--- src/rtl/sdfm_pkg.sv ---
// Shared definitions for the sigma-delta interrupt/status controller.
package sdfm_pkg;

   // Flags per channel; the bit order inside a channel's slice is fixed.
   localparam int NFLG = 6;

   localparam int FLG_DRDY = 0;   // filter data ready
   localparam int FLG_OVF  = 1;   // data overrun or FIFO full
   localparam int FLG_CMPL = 2;   // comparator below low threshold
   localparam int FLG_CMPH = 3;   // comparator at/above high threshold
   localparam int FLG_FLVL = 4;   // FIFO interrupt level reached
   localparam int FLG_CERR = 5;   // input clock error

   // Rising-edge detect against a registered previous value.
   function automatic logic rise(input logic cur, input logic prev);
      return cur & ~prev;
   endfunction

endpackage

--- src/rtl/sdfm_irq_chan.sv ---
// One channel: edge detectors on the level sources, DRDY/OVF handling and
// the six sticky flag registers. Set wins over a same-cycle clear.
module sdfm_irq_chan
   import sdfm_pkg::*;
(
   input  logic            clk_sys,
   input  logic            rst_b,
   input  logic            filtask,
   input  logic            data_update,
   input  logic            comp_low,
   input  logic            comp_high,
   input  logic            fifo_lvlup,
   input  logic            fifo_full,
   input  logic            detect_err,
   input  logic [NFLG-1:0] clr,
   output logic [NFLG-1:0] flg
);

   logic            prev_low;
   logic            prev_high;
   logic            prev_lvlup;
   logic            prev_full;
   logic            prev_err;
   logic            overrun;
   logic [NFLG-1:0] set;

   // Overrun only in acknowledge mode: a new sample while DRDY is still
   // pending and not being acknowledged in this same cycle.
   assign overrun = data_update & filtask & flg[FLG_DRDY] & ~clr[FLG_DRDY];

   // Per-flag set terms; DRDY is simply re-set on overrun, it is already 1.
   always_comb begin
      set           = '0;
      set[FLG_DRDY] = data_update;
      set[FLG_OVF]  = overrun | rise(fifo_full, prev_full);
      set[FLG_CMPL] = rise(comp_low, prev_low);
      set[FLG_CMPH] = rise(comp_high, prev_high);
      set[FLG_FLVL] = rise(fifo_lvlup, prev_lvlup);
      set[FLG_CERR] = rise(detect_err, prev_err);
   end

   // Edge history and sticky flags; history clears to 0 so a level already
   // high at reset release is reported once.
   always_ff @(posedge clk_sys) begin
      if (!rst_b) begin
         prev_low   <= 1'b0;
         prev_high  <= 1'b0;
         prev_lvlup <= 1'b0;
         prev_full  <= 1'b0;
         prev_err   <= 1'b0;
         flg        <= '0;
      end else begin
         prev_low   <= comp_low;
         prev_high  <= comp_high;
         prev_lvlup <= fifo_lvlup;
         prev_full  <= fifo_full;
         prev_err   <= detect_err;
         flg        <= set | (flg & ~clr);
      end
   end

endmodule

--- src/rtl/sdfm_irq_ctrl.sv ---
// Interrupt/status controller for the sigma-delta channels: per-channel
// sticky flags, enable gating, master interrupt flag and one-cycle irq.
module sdfm_irq_ctrl
   import sdfm_pkg::*;
#(
   parameter int CH = 4
)(
   input  logic               SYSCLK,
   input  logic               SYSRSTn,
   input  logic               reg_mien,
   input  logic [NFLG*CH-1:0] reg_ien,
   input  logic [CH-1:0]      reg_filtask,
   input  logic [CH-1:0]      filt_data_update,
   input  logic [CH-1:0]      comp_data_low,
   input  logic [CH-1:0]      comp_data_high,
   input  logic [CH-1:0]      fifo_lvlup,
   input  logic [CH-1:0]      fifo_full,
   input  logic [CH-1:0]      detect_err,
   input  logic [NFLG*CH-1:0] flg_clr,
   input  logic               mif_clr,
   output logic [NFLG*CH-1:0] flg,
   output logic               mif,
   output logic               irq
);

   logic pend;
   logic mif_set;

   for (genvar k = 0; k < CH; k++) begin : g_chan
      sdfm_irq_chan u_chan (
         .clk_sys     (SYSCLK),
         .rst_b       (SYSRSTn),
         .filtask     (reg_filtask[k]),
         .data_update (filt_data_update[k]),
         .comp_low    (comp_data_low[k]),
         .comp_high   (comp_data_high[k]),
         .fifo_lvlup  (fifo_lvlup[k]),
         .fifo_full   (fifo_full[k]),
         .detect_err  (detect_err[k]),
         .clr         (flg_clr[k*NFLG +: NFLG]),
         .flg         (flg[k*NFLG +: NFLG])
      );
   end

   assign pend = reg_mien & (|(flg & reg_ien));

   // A clear cycle never sets; if pend survives the clear, mif re-arms on
   // the following edge so no interrupt is lost.
   assign mif_set = pend & ~mif & ~mif_clr;

   // Master flag and its one-cycle pulse; irq follows mif_set so it can
   // never be high twice in a row (mif is 1 on the cycle after a set).
   always_ff @(posedge SYSCLK) begin
      if (!SYSRSTn) begin
         mif <= 1'b0;
         irq <= 1'b0;
      end else begin
         irq <= mif_set;
         if (mif_set)
            mif <= 1'b1;
         else if (mif_clr)
            mif <= 1'b0;
      end
   end

endmodule

--- config.mk ---
export PLATFORM = sky130hd
export DESIGN_NAME = sdfm_irq_ctrl
export DESIGN_NICKNAME = d
export VERILOG_FILES = /design/src/rtl/sdfm_pkg.sv /design/src/rtl/sdfm_irq_chan.sv /design/src/rtl/sdfm_irq_ctrl.sv
export SDC_FILE = /design/constraint.sdc
export NUM_CORES = 1
export LEC_CHECK = 0
export BUFFER_PORTS_ARGS = -buffer_cell sky130_fd_sc_hd__buf_4
export CORE_MARGIN = 2
export CORE_UTILIZATION = 45
export CTS_CLUSTER_DIAMETER = 200
export DETAILED_ROUTE_END_ITERATION = 16
export HOLD_SLACK_MARGIN = 0.12
export PLACE_DENSITY = 0.83
export SLEW_MARGIN = 20
export SYNTH_ARGS = -nofsm -noshare
export SYNTH_HDL_FRONTEND = slang
export SYNTH_SLANG_ARGS = --single-unit
--- constraint.sdc ---
create_clock -name SYSCLK -period 3.8 [get_ports SYSCLK]
set_input_delay 0.76 -clock SYSCLK [delete_from_list [all_inputs] [get_ports SYSCLK]]
set_output_delay 0.76 -clock SYSCLK [all_outputs]
set_load 0.02 [all_outputs]
==> impl_metrics.tcl <==
set metrics [dict create \
    status "completed" \
    switchingPower_mw 0.2430 \
    clock_skew_ns 0.003979 \
    grt_max_degree 46 \
    overflow 0 \
    place_area_mm2 0.002550 \
    syn_inst 181 \
    use_met1_pct 21.12 \
    layout_setup_ws_ns 2.170 \
    firstDrtPassIters 4 \
    cp_slowest_cell "dfxtp_1" \
    first_global_vias 1485 \
    grtUsageTotal_pct 19.60 \
    final_area_mm2 0.002641 \
    area_growth_pct 53.86 \
    gr-usage-met2_pct 34.72 \
    drt_iter0_markers 50 \
    slew_headroom_pct 77.64 \
    worst_slew_pin_slew_ns 0.3354 \
    worstSetupEndpointType "primary output" \
    viasPerCell 4.731 \
    setup_viol 0 \
    grt_setup_unrepaired "no" \
    min_period_ns 1.630 \
    cellLeakagePower_nw 1.308 \
    cts_setup_buffers 0 \
    syn_area_per_cell_um2 9.484 \
    diodes 0 \
    sw_frac_of_total_pct 23.99 \
    cts_num_sinks 46 \
    fin_setup_tns_ns 0 \
    final-seq-area_um2 920.9 \
    drc 0 \
    grt.busiest_layer "met2" \
    clkLatencyLatePin_ns 0.29 \
    grt_first_pass_wirelength_um 6368 \
    root_buffer "clkbuf_8" \
    postRouteAntennaNets 0 \
    finalHoldViolations 0 \
    die_h_um 65.77 \
    wl_per_cell_um 12.42 \
    synth_warnings 0 \
    cts_tree "built" \
    syn-cell-area_mm2 0.001717 \
    maxSlewViolCount 0 \
    critical_path.max_fanout 3 \
    critical_path_depth 1 \
    fin_nets 369 \
    synth_cell_types 14 \
    core_mm2 0.003661 \
    met3_usage_pct 5.479 \
    required_ns 3.04 \
    critPathMaxStageDelay_ns 0.41 \
    cap_violations 0 \
    hold_buffers 0 \
    start_util_pct 46.89 \
    internal-power_mw 0.7699 \
    p_clk_share_pct 29.1 \
    fmax_mhz 613.3 \
    multi_input_area_um2 626.9 \
    critPathTopFamily "flip-flops" \
    htreeDepth 2 \
    syn_nets 261 \
    period_share_pct 42.91 \
    comb_power_share_pct 18.5 \
    fillers 321 \
    cts_made_buffers 5 \
    cp-start-kind "flop" \
    io_buffer_count 105 \
    hold_class "reg2reg" \
    peakVddDrop_uv 271.4 \
    rr_worst_depth 4 \
    die_w_um 65.77 \
    critPathKind "reg2out" \
    ios 106 \
    ctsResizeCount 0 \
    die-area_mm2 0.004325 \
    rows 22 \
    place_congestion 0.7643 \
    seq_area_frac_synth_pct 53.64 \
    synth.ff_latch_count 46 \
    p_per_area_mw_per_mm2 383.5 \
    path_buf_inv 1 \
    sequentialPowerShare_pct 52.4 \
    crit_path_cell_trace "buf_4" \
    dp_slack_ns 1.917 \
    vias 1599 \
    drt_wl_total_um 4199 \
    clk_pin_slew_ns 0.07 \
    final_layout_size_suffix_gt1_share_pct 40.00 \
    grt_antenna_before_repair 0 \
    arrival_ns 0.87 \
    hpwl_um 3333 \
    clk_path_buf_depth 2 \
    min_delay_path_depth 1 \
]
cell type report:
class | count | area share [%]
clock buffer | 7 | 3.269
sequential | 46 | 34.87
multi-input combinational | 90 | 23.73
clock inverter | 1 | 0.1895
inverter | 41 | 5.827
tap | 48 | 2.274
timing repair buffer | 105 | 29.84
cells in the mapped netlist:
library cell	instances	area [um2]
o22ai_1	20	125.1
dfxtp_1	46	920.9
nor2b_1	9	56.30
and2_1	36	225.2
a22oi_1	4	30.03
a22o_1	4	35.03
o21a_1	5	37.54
clkbuf_1	4	15.01
o2111a_1	1	11.26
o31a_1	1	8.760
a221oi_2	4	60.06
inv_1	41	153.9
nand4_1	2	12.51
a31oi_1	4	25.02
cell families (layout without fill, tap and decap cells):
family / after synthesis / after routing / share of synthesized area, %
AOI/OAI and AO/OA: 43 / 43 / 19.39
buffers and inverters: 45 / 154 / 9.840
and+or+nand+nor: 47 / 47 / 17.13
DFF: 46 / 46 / 53.64
state kept, by name, summed over array words and instances, names as in the netlist:
name	flops
g_chan.u_chan.flg	24
g_chan.u_chan.prev_err	4
g_chan.u_chan.prev_full	4
g_chan.u_chan.prev_high	4
g_chan.u_chan.prev_low	4
g_chan.u_chan.prev_lvlup	4
irq	1
mif	1
stage by stage:
step / hold WS [ns] / power, mW / util (%) / cells
2_1_floorplan: 0.5227 / 0.6207 / - / 181
4_1_cts: 0.5398 / 1.024 / 72.15 / 338
3_3_place_gp: 0.5178 / 0.7245 / 69.65 / 330
3_5_place_dp: 0.5210 / 0.7308 / 69.65 / 330
5_1_grt: 0.5779 / 1.068 / 72.15 / 338
6_report: 0.5418 / 1.013 / 72.15 / 338
power groups by stage:
stage | combinational [mW] | sequential, mW | clock (mW)
after global placement | 0.183 | 0.541 | 0
after CTS | 0.189 | 0.531 | 0.304
final | 0.187 | 0.531 | 0.294
after floorplan | 0.0599 | 0.561 | 0
after detailed placement | 0.189 | 0.542 | 0
after global routing | 0.204 | 0.534 | 0.330
per-layer routing:
layer,vias up,share of wire (%)
met5,-,0
met4,0,2.8
met3,14,8.2
met2,74,49
met1,700,40
li1,811,-
placed cells by master, fill, tap and decap left out:
cell        n
clkbuf_8    6
a22o_1      4
dfxtp_1    46
a31oi_1     4
a221oi_2    4
inv_1      41
a22oi_1     4
o2111a_1    1
and2_1     36
o21a_1      5
o22ai_1    20
o31a_1      1
clkbuf_1    1
nor2b_1     9
clkinv_2    1
buf_4     105
nand4_1     2
final timing paths:
path	start	endpoint	slack, ns
setup / recovery	g_chan[0].u_chan.flg[1]	flg[1]	2.17
hold / removal	mif	mif	0.54
setup reg to reg	g_chan[2].u_chan.flg[3]	mif	2.46
hold reg to reg	mif	mif	0.54
Power figures use the tool's default switching activity.
